**src/rtl/ex_mem_stage.sv**
```systemverilog
//------------------------------------------------------------------------------
// ex_mem_stage
//   EX/MEM pipeline stage. It runs the data-memory req/ack handshake with a
//   timeout and emits one MEM/WB result per instruction.
//   Rev 1.0 - initial release
//------------------------------------------------------------------------------
`default_nettype none

module ex_mem_stage #(
  parameter int DATA_W   = 32,
  parameter int RADDR_W  = 4,
  parameter int MAX_WAIT = 15
) (
  input  logic               clk,
  input  logic               reset_n,
  input  logic               in_valid,
  output logic               in_ready,
  input  logic               flush,
  input  logic               reg_write_enable_in,
  input  logic               mem_write_enable_in,
  input  logic               mem_to_reg_select_in,
  input  logic [DATA_W-1:0]  alu_result_in,
  input  logic [DATA_W-1:0]  store_data_in,
  input  logic [RADDR_W-1:0] write_addr_in,
  output logic               dmem_req,
  output logic               dmem_we,
  output logic [DATA_W-1:0]  dmem_addr,
  output logic [DATA_W-1:0]  dmem_wdata,
  input  logic               dmem_ack,
  input  logic [DATA_W-1:0]  dmem_rdata,
  output logic               wb_valid,
  output logic               reg_write_enable_out,
  output logic               mem_to_reg_out,
  output logic [RADDR_W-1:0] write_addr_out,
  output logic [DATA_W-1:0]  wb_data_out,
  output logic               timeout_err
);

  localparam int CNT_W = (MAX_WAIT > 1) ? $clog2(MAX_WAIT) : 1;
  localparam logic [CNT_W-1:0] c_cnt_last = CNT_W'(MAX_WAIT - 1);

  localparam logic [0:0] S_IDLE   = 1'b0;
  localparam logic [0:0] S_ACCESS = 1'b1;

  logic [0:0]         r_state;
  logic [0:0]         w_state_nxt;
  logic [CNT_W-1:0]   r_cnt;
  logic               r_squash;
  logic               r_is_load;
  logic               r_rw;
  logic [RADDR_W-1:0] r_waddr;

  logic               r_dmem_req;
  logic               r_dmem_we;
  logic [DATA_W-1:0]  r_dmem_addr;
  logic [DATA_W-1:0]  r_dmem_wdata;
  logic               r_wb_valid;
  logic               r_wb_rw;
  logic               r_wb_m2r;
  logic [RADDR_W-1:0] r_wb_waddr;
  logic [DATA_W-1:0]  r_wb_data;
  logic               r_timeout_err;

  logic               w_accept;
  logic               w_mem_op;
  logic               w_accept_mem;
  logic               w_accept_alu;
  logic               w_ack_done;
  logic               w_timeout;
  logic               w_wb_fire;
  logic               w_wb_rw;
  logic               w_wb_m2r;
  logic [RADDR_W-1:0] w_wb_waddr;
  logic [DATA_W-1:0]  w_wb_data;

  assign in_ready     = (r_state == S_IDLE);
  assign w_accept     = in_valid & in_ready & ~flush;
  assign w_mem_op     = mem_write_enable_in | mem_to_reg_select_in;
  assign w_accept_mem = w_accept & w_mem_op;
  assign w_accept_alu = w_accept & ~w_mem_op;
  assign w_ack_done   = (r_state == S_ACCESS) & dmem_ack;
  assign w_timeout    = (r_state == S_ACCESS) & ~dmem_ack & (r_cnt == c_cnt_last);

  // State register
  always_ff @(posedge clk or negedge reset_n) begin
    if (!reset_n) begin
      r_state <= S_IDLE;
    end else begin
      r_state <= w_state_nxt;
    end
  end

  // Next-state logic
  always_comb begin
    w_state_nxt = r_state;
    case (r_state)
      S_IDLE:   if (w_accept_mem) w_state_nxt = S_ACCESS;
      S_ACCESS: if (w_ack_done || w_timeout) w_state_nxt = S_IDLE;
      default:  w_state_nxt = S_IDLE;
    endcase
  end

  // Output logic: what writeback sees on the next edge
  always_comb begin
    w_wb_fire  = 1'b0;
    w_wb_rw    = reg_write_enable_in;
    w_wb_m2r   = mem_to_reg_select_in;
    w_wb_waddr = write_addr_in;
    w_wb_data  = alu_result_in;
    case (r_state)
      S_IDLE: begin
        w_wb_fire = w_accept_alu;
      end
      S_ACCESS: begin
        // A flush arriving in the completion cycle still squashes the result
        w_wb_fire  = w_ack_done & ~(r_squash | flush);
        w_wb_rw    = r_rw;
        w_wb_m2r   = r_is_load;
        w_wb_waddr = r_waddr;
        w_wb_data  = r_is_load ? dmem_rdata : r_dmem_addr;
      end
      default: w_wb_fire = 1'b0;
    endcase
  end

  always_ff @(posedge clk or negedge reset_n) begin
    if (!reset_n) begin
      r_cnt         <= '0;
      r_squash      <= 1'b0;
      r_is_load     <= 1'b0;
      r_rw          <= 1'b0;
      r_waddr       <= '0;
      r_dmem_req    <= 1'b0;
      r_dmem_we     <= 1'b0;
      r_dmem_addr   <= '0;
      r_dmem_wdata  <= '0;
      r_wb_valid    <= 1'b0;
      r_wb_rw       <= 1'b0;
      r_wb_m2r      <= 1'b0;
      r_wb_waddr    <= '0;
      r_wb_data     <= '0;
      r_timeout_err <= 1'b0;
    end else begin
      r_dmem_req <= (w_state_nxt == S_ACCESS);
      r_wb_valid <= w_wb_fire;
      if (w_wb_fire) begin
        r_wb_rw    <= w_wb_rw;
        r_wb_m2r   <= w_wb_m2r;
        r_wb_waddr <= w_wb_waddr;
        r_wb_data  <= w_wb_data;
      end
      if (w_timeout) r_timeout_err <= 1'b1;
      if (w_accept_mem) begin
        r_dmem_we    <= mem_write_enable_in;
        r_dmem_addr  <= alu_result_in;
        r_dmem_wdata <= store_data_in;
        // Store wins when both load and store bits are set
        r_is_load    <= mem_to_reg_select_in & ~mem_write_enable_in;
        r_rw         <= reg_write_enable_in;
        r_waddr      <= write_addr_in;
        r_squash     <= 1'b0;
        r_cnt        <= '0;
      end else if (r_state == S_ACCESS) begin
        if (flush) r_squash <= 1'b1;
        if (!dmem_ack && (r_cnt != c_cnt_last)) r_cnt <= r_cnt + CNT_W'(1);
      end
    end
  end

  assign dmem_req             = r_dmem_req;
  assign dmem_we              = r_dmem_we;
  assign dmem_addr            = r_dmem_addr;
  assign dmem_wdata           = r_dmem_wdata;
  assign wb_valid             = r_wb_valid;
  assign reg_write_enable_out = r_wb_rw;
  assign mem_to_reg_out       = r_wb_m2r;
  assign write_addr_out       = r_wb_waddr;
  assign wb_data_out          = r_wb_data;
  assign timeout_err          = r_timeout_err;

endmodule

`default_nettype wire

```
**config.mk**
```make
export PLATFORM = sky130hd
export DESIGN_NAME = ex_mem_stage
export DESIGN_NICKNAME = d
export VERILOG_FILES = /design/src/rtl/ex_mem_stage.sv
export SDC_FILE = /design/constraint.sdc
export NUM_CORES = 1
export LEC_CHECK = 0
export ABC_AREA = 1
export ABC_CLOCK_PERIOD_IN_PS = 3000
export CAP_MARGIN = 20
export CORE_UTILIZATION = 47
export CTS_CLUSTER_DIAMETER = 200
export DETAILED_ROUTE_END_ITERATION = 16
export HOLD_SLACK_MARGIN = 0.15
export PLACE_DENSITY = 0.86
export SLEW_MARGIN = 0
export SYNTH_ARGS = -nofsm -noshare
export SYNTH_HDL_FRONTEND = slang
export SYNTH_SLANG_ARGS = --single-unit
```
**constraint.sdc**
```tcl
create_clock -name clk -period 3 [get_ports clk]
set_clock_uncertainty 0.05 [all_clocks]
set_input_delay 0.3 -clock clk [delete_from_list [all_inputs] [get_ports clk]]
set_output_delay 0.3 -clock clk [all_outputs]
set_load 0.005 [all_outputs]
```
* Word level (Yosys, flattened, before mapping)
Index checks and enable logic that the tools add are counted.
** Word-level totals
- Output and inout port bits :: 107
- Bits of input ports :: 108
- Register bits after elaboration :: 117
- Logic and storage cells :: 58
** Cells by class
- Multiplexer cells :: 15
- Bitwise logic cells :: 17
- Add/sub/neg operators :: 1
- Reductions and logical operators :: 8
- Eq/ne operators :: 2
** Operator list (number)
- $mux 32 :: 2
- $mux 4 :: 4
- $and 1x1->1 :: 9
- $mux 1 :: 7
- $not 1->1 :: 6
- $reduce_bool 2->1 :: 3
- $add 4x1->4 const B :: 1
- $eq 4x4->1 const B :: 1
- $ne 4x4->1 const B :: 1
- $pmux 1 s2 :: 2
- $reduce_and 2->1 :: 2
- $or 1x1->1 :: 2
- $logic_and 1x1->1 :: 1
- $logic_not 1->1 :: 1
- $logic_or 1x1->1 :: 1

* Depth between registers and ports, before layout
Gate-level depths: netlist of run 1.
- Depth after elaboration :: 6
- Mapped depth :: 9
- Gate-level depth less buffers :: 7

* Least setup slack after synthesis of run 1
OpenSTA, ideal clock, no wires.
- Path type :: register -> register
- Start point :: register dmem_req (netlist name)
- End point :: register r_wb_waddr[0] (netlist: write_addr_out[0])
- Period minus slack after synthesis :: 1320 ps
- Stages on the path, launching flop included :: 8
- Slack :: 1680 ps
- Path buffers :: 3
- Required time :: 2833 ps
- Arrival :: 1153 ps
- Library setup time :: 117 ps
- Cells stage by stage :: dfrtp_1 -> buf_6 -> nor2_8 -> nand2_1 -> buf_2 -> buf_4 -> nand3_1 -> nand2_1
** RTL lines
- end signal: assignment :: line 149 : r_wb_waddr <= w_wb_waddr;
- end: declaration :: line 60 : logic [RADDR_W-1:0] r_wb_waddr;

==> reports/qor.yml, run 1 <==
run_status:
  status: "complete, no violations"
synth:
  ys_warn_count: 0
  yosysMostFrequentCell: "nand2_1"
  synthTopCellsByArea: "dfrtp_1 54%, nand2_1 33%, nand3_1 4.2%"
  yosysTopAreaCellShare: 0.5377
  async_flop_share: 1.000
  synth_top_cell_by_area: "dfrtp_1"
  synth_seq_cells: 117
  avgSynthCellArea_um2: 7.429
  yosys-top-cells-count: "477 x nand2_1, 117 x dfrtp_1, 46 x nand3_1, 17 x buf_2, 15 x o21ai_0"
  syn-num-nets: 843
  synth_ff_type: "dfrtp_1"
  netlist_area_mm2: 0.005445
  syn-instance-count: 733
  synth-seq-area-share: 0.5377
  synth_cell_types: 22
  synth-edff-count: 0
place:
  io_buffer_count: 214
  post-dp-hpwl_mm: 10.59
  gp_routability_congestion: 0.8711
floorplanning:
  die-area_mm2: 0.01202
  start_util: 0.4915
  die_w_um: 109.6
  row_count: 38
  ioPinCount: 215
  die_h_um: 109.6
  core-area_mm2: 0.01108
clock_tree:
  clk_latency_ns: 0.40
  clock_path_buffers: 2
  cts-root-buf: "clkbuf_16"
  htree_num_levels: 4
  clk_pin_slew_worst_paths_ns: 0.06
  numCtsBuffers: 17
  clock-sinks: 117
  cts_tree: "built"
  cts-resized-gates: 0
drt:
  antenna_violating_nets_post_route: 0
  viasPerCell: 4.917
  dr.pass1.iters: 8
  drcViolationCount: 0
  drt-total-wl_mm: 15.97
  wl_per_cell_um: 14.67
  drt_iter0_drc: 426
  dr_total_vias: 5355
sta:
  rsz0062_at_grt: "false"
  drv_slew: 0
  setup_viol: 0
  final_hold_viol_count: 0
  fin_crit_sh: 0.6997
  fin_setup_tns_ns: 0
  slew_headroom: 0.4843
  worst_pin_slew_ns: 0.7736
  period_minus_slack_ns: 2.099
  fmax_ghz: 0.4764
worst_hold_path:
  hold_class: "input pin to register"
global_route:
  grt_max_degree: 68
  grt_usage: 0.2787
  grt_antenna_before_repair: 0
  grt_pass1_wl_mm: 25.27
  grt-ovfl-total: 0
  first_global_vias: 5194
power:
  power_mw: 6.124
  power.density_mw_per_mm2: 738.4
  ir_drop_mv: 0.5537
  p_leak_nw: 4.282
final_layout:
  layout.nets: 1048
  antenna_cells: 0
  drive_gt1_frac: 0.05374
  n_fill_cell: 836
  syn_to_final_growth_pct: 52.30
worst_setup_path:
  startpoint_type: "register"
  crit_fanout: 17
  crit_path_end_kind: "output pin"
  crit_arrival_ns: 1.75
  critPathRequiredTime_ns: 2.65
  critPathKind: "register to output pin"
flow_run:
  cap_violations: 0
==> power breakdown <==
group | internal, mW | total [mW] | switching [mW]
Sequential | 1.97 | 2.24 | 0.270
Clock | 1.44 | 2.14 | 0.693
Combinational | 1.01 | 1.75 | 0.737
Total | 4.42 | 6.12 | 1.70
==> cell type report <==
class | count | area (µm²) | area share
tap | 140 | 175.2 | 0.02112
clock inverter | 9 | 151.4 | 0.01826
inverter | 16 | 60.06 | 0.007242
sequential | 117 | 2929 | 0.3532
multi-input combinational | 558 | 2235 | 0.2695
clock buffer | 21 | 470.5 | 0.05673
timing repair buffer | 228 | 2272 | 0.2740
==> cells by family after synthesis <==
group | after synthesis | synth area share
XOR/XNOR | 1 | 0.001609
buffers and inverters | 58 | 0.05285
flip-flops | 117 | 0.5377
AND/OR/NAND/NOR | 538 | 0.3872
adder cells (fa/ha/maj) | 2 | 0.004595
AO/OA/AOI/OAI | 17 | 0.01608
==> worst paths after layout <==
check,start,endpoint,slack [ns],cells after the start
min reg2reg,dmem_wdata[1],dmem_wdata[1],0.43,2
max in group asynchronous,reset_n,dmem_wdata[5],1.68,3
max reg2reg,r_is_load,wb_data_out[27],1.09,8
max,dmem_req,in_ready,0.90,2
min,store_data_in[13],dmem_wdata[13],0.38,3
min in group asynchronous,reset_n,dmem_wdata[2],0.47,2
==> what timing repair did <==
| item | CTS | global route |
|---|---|---|
| hold endpoints to repair | 57 | 0 |
| hold buffers | 1 | 0 |
| buffers inserted | 0 | 0 |
==> stage by stage <==
| stage | cell area (µm²) | hold WS [ns] | worst slack [ns] | std cells | utilization |
|---|---|---|---|---|---|
| 2_1_floorplan | 5445 | -0.04559 | 1.680 | 733 | - |
| 3_3_place_gp | 7661 | 0.3754 | 1.055 | 1058 | 0.6916 |
| 3_5_place_dp | 7661 | 0.3743 | 0.9968 | 1058 | 0.6916 |
| 4_1_cts | 8293 | 0.3720 | 0.8947 | 1089 | 0.7486 |
| 5_1_grt | 8293 | 0.3772 | 0.8453 | 1089 | 0.7486 |
| 6_report | 8293 | 0.3766 | 0.9008 | 1089 | 0.7486 |
==> per-layer routing <==
| metal | GRT usage | wire, µm | vias to the layer above |
|---|---|---|---|
| met2 | 0.4573 | 7748 | 205 |
| met1 | 0.3505 | 6748 | 2477 |
| li1 | - | - | 2643 |
| met3 | 0.07054 | 1056 | 30 |
| met5 | 0 | 0 | - |
| met4 | 0.1181 | 420 | 0 |
==> layout by cell type (no fill, tap or decap), types with 3 or more instances in the layout <==
cell type        Yosys  final
inv_2                3      3
clkinv_2             0      3
clkbuf_16            0     17
o21ai_0             15     15
inv_1               12     12
nor2_1              10     10
nand3_1             46     45
clkdlybuf4s50_1      0    213
buf_4                5     12
bufinv_16            0      4
nand2_1            477    477
clkbuf_8             0      3
dfrtp_1            117    116
==> state kept, by name, indices dropped and copies added (netlist names), 4 cells and up <==
name	flops
r_waddr	4
dmem_addr	32
wb_data_out	32
r_cnt	4
write_addr_out	4
dmem_wdata	32
==> critical path: stages (launching register included) <==
cell             delay, ns
dfrtp_2               0.57
inv_2                 0.23
clkdlybuf4s50_1       0.54
Power figures use the tool's default switching activity.
==> run 2: changes to the inputs <==
Settings changed: ABC_CLOCK_PERIOD_IN_PS 3000 to 1930, CORE_UTILIZATION 47 to 40, PLACE_DENSITY 0.86 to 0.78.
Clock period 3 ns to 1.93 ns, I/O delays scaled along.
==> reports/qor.yml, run 2 (same netlist as run 1, synthesis figures left out) <==
drt:
  dr_total_vias: 5295  # was 5355
  drt-total-wl_mm: 15.57  # was 15.97 mm
  drt_iter0_drc: 329  # was 426
  antenna_violating_nets_post_route: 0  # unchanged
  wl_per_cell_um: 13.75  # was 14.67 µm
  drcViolationCount: 0  # unchanged
  viasPerCell: 4.678  # was 4.917
  dr.pass1.iters: 4  # was 8
final_layout:
  drive_gt1_frac: 0.06067  # was 0.05374
  finalInstanceArea_mm2: 0.008437  # was 0.008293 mm²
  layout_common_cells: "477 x nand2_1, 213 x clkdlybuf4s50_1, 116 x dfrtp_1"  # unchanged
  layout.nets: 1053  # was 1048
  antenna_cells: 0  # unchanged
  final_common_cell: "nand2_1"  # unchanged
  n_fill_cell: 1180  # was 836
  syn_to_final_growth_pct: 54.94  # was 52.30%
floorplanning:
  ioPinCount: 215  # unchanged
  die_w_um: 118.7  # was 109.6 µm
  core-area_mm2: 0.01324  # was 0.01108 mm²
  row_count: 42  # was 38
  start_util: 0.4112  # was 0.4915
  die-area_mm2: 0.01408  # was 0.01202 mm²
  die_h_um: 118.7  # was 109.6 µm
place:
  io_buffer_count: 214  # unchanged
  gp_routability_congestion: 0.7615  # was 0.8711
  dpl_cell_area_mm2: 0.007806  # was 0.007661 mm²
  post-dp-hpwl_mm: 10.53  # was 10.59 mm
global_route:
  grtUsageMet3: 0.04923  # was 0.07054
  grt_pass1_wl_mm: 25.94  # was 25.27 mm
  grt_usage: 0.2351  # was 0.2787
  grt_max_degree: 53  # was 68
  busiest_layer: "met2"  # unchanged
  grt_use_met1: 0.3013  # was 0.3505
  grt_antenna_before_repair: 0  # unchanged
  first_global_vias: 5210  # was 5194
  grtUsageMet2: 0.3889  # was 0.4573
  grt-ovfl-total: 0  # unchanged
sta:
  fin_setup_tns_ns: 0  # unchanged
  fmax_ghz: 0.5518
  rsz0062_at_grt: "false"  # unchanged
  setup_viol: 0  # unchanged
  final_hold_viol_count: 0  # unchanged
  worst_pin_slew_ns: 0.4600  # was 0.7736 ns
  period_minus_slack_ns: 1.812
  fin_crit_sh: 0.9390
  slew_headroom: 0.6934  # was 0.4843
  drv_slew: 0  # unchanged
  worst_hold_slack_ns: 0.2178  # was 0.3766 ns
clock_tree:
  numCtsBuffers: 17  # unchanged
  htree_num_levels: 4  # unchanged
  clock-sinks: 117  # unchanged
  hold_buffers: 1  # unchanged
  clk_pin_slew_worst_paths_ns: 0.05  # was 0.06 ns
  cts-resized-gates: 0  # unchanged
  post_cts_buffers: 0  # unchanged
  clock_path_buffers: 2  # unchanged
  clk_latency_ns: 0.41  # was 0.40 ns
  cts-root-buf: "clkbuf_16"  # unchanged
  cts_tree: "built"  # unchanged
power:
  power.density_mw_per_mm2: 1122  # was 738.4 mW/mm²
  p_leak_nw: 4.336  # was 4.282 nW
  power_mw: 9.466  # was 6.124 mW
  ir_drop_mv: 0.7422  # was 0.5537 mV
flow_run:
  cap_violations: 0  # unchanged
worst_setup_path:
  worst_r2r_path_depth: 6  # was 8
  startpoint_type: "register"  # unchanged
  crit_path_end_kind: "output pin"  # unchanged
  critPathRequiredTime_ns: 1.69  # was 2.65 ns
  crit_fanout: 7  # was 17
  critPathKind: "register to output pin"  # unchanged
  crit_arrival_ns: 1.57  # was 1.75 ns
run_status:
  status: "complete, no violations"  # unchanged
worst_hold_path:
  hold_class: "input pin to async pin"  # was input pin to register
==> run 2: cell count changes in the layout (fill, tap and decap cells not counted) <==
| cell | before | now |
|---|---|---|
| bufinv_16 | 4 | 3 |
| clkbuf_8 | 3 | 5 |
| buf_12 | 2 | 7 |
| clkinv_4 | 1 | 0 |
| clkinv_2 | 3 | 5 |
==> run 2: critical path, cell delays in order (launching register included) <==
cell             delay [ns]
dfrtp_2                0.50
inv_2                  0.15
clkdlybuf4s50_1        0.52
==> run 2: final cells by class <==
| type | count | area, µm² | area share |
|---|---|---|---|
| multi-input cells | 558 | 2235 | 0.2649 |
| inverters | 16 | 60.06 | 0.007118 |
| repair buffers | 233 | 2372 | 0.2812 |
| clock inverters | 9 | 122.6 | 0.01453 |
| flip-flops and latches | 117 | 2929 | 0.3472 |
| clock buffers | 23 | 498.0 | 0.05902 |
| well taps | 176 | 220.2 | 0.02610 |
==> run 2: metal layers <==
metal  up-vias  part of all wire  wire length [µm]
met2       184              0.50              7713
met3        21             0.062               958
li1       2654                 -                 -
met4         0             0.021               326
met5         -                 0                 0
met1      2436              0.42              6568
==> run 2: power by group <==
group,internal (mW),switching (mW),total [mW]
Sequential,3.07,0.403,3.47
Clock,2.19,1.05,3.24
Combinational,1.60,1.15,2.75
==> run 2: final timing paths <==
path	start	to	slack (ns)
hold reg to reg	dmem_wdata[2]	dmem_wdata[2]	0.42
max in group asynchronous	reset_n	dmem_addr[29]	0.98
setup / recovery	dmem_req	in_ready	0.12
min in group clk	store_data_in[26]	dmem_wdata[26]	0.27
hold / removal	reset_n	dmem_addr[10]	0.22
setup reg to reg	dmem_req	wb_data_out[16]	0.51
==> run 2: stage by stage <==
| step | utilization | worst slack (ns) | cells |
|---|---|---|---|
| finish | 0.6371 | 0.1177 | 1132 |
| global route | 0.6371 | 0.07351 | 1132 |
| CTS | 0.6371 | 0.08711 | 1132 |
| detailed placement | 0.5895 | 0.2875 | 1099 |
| global placement | 0.5895 | 0.3314 | 1099 |
| floorplan | - | 0.6104 | 733 |
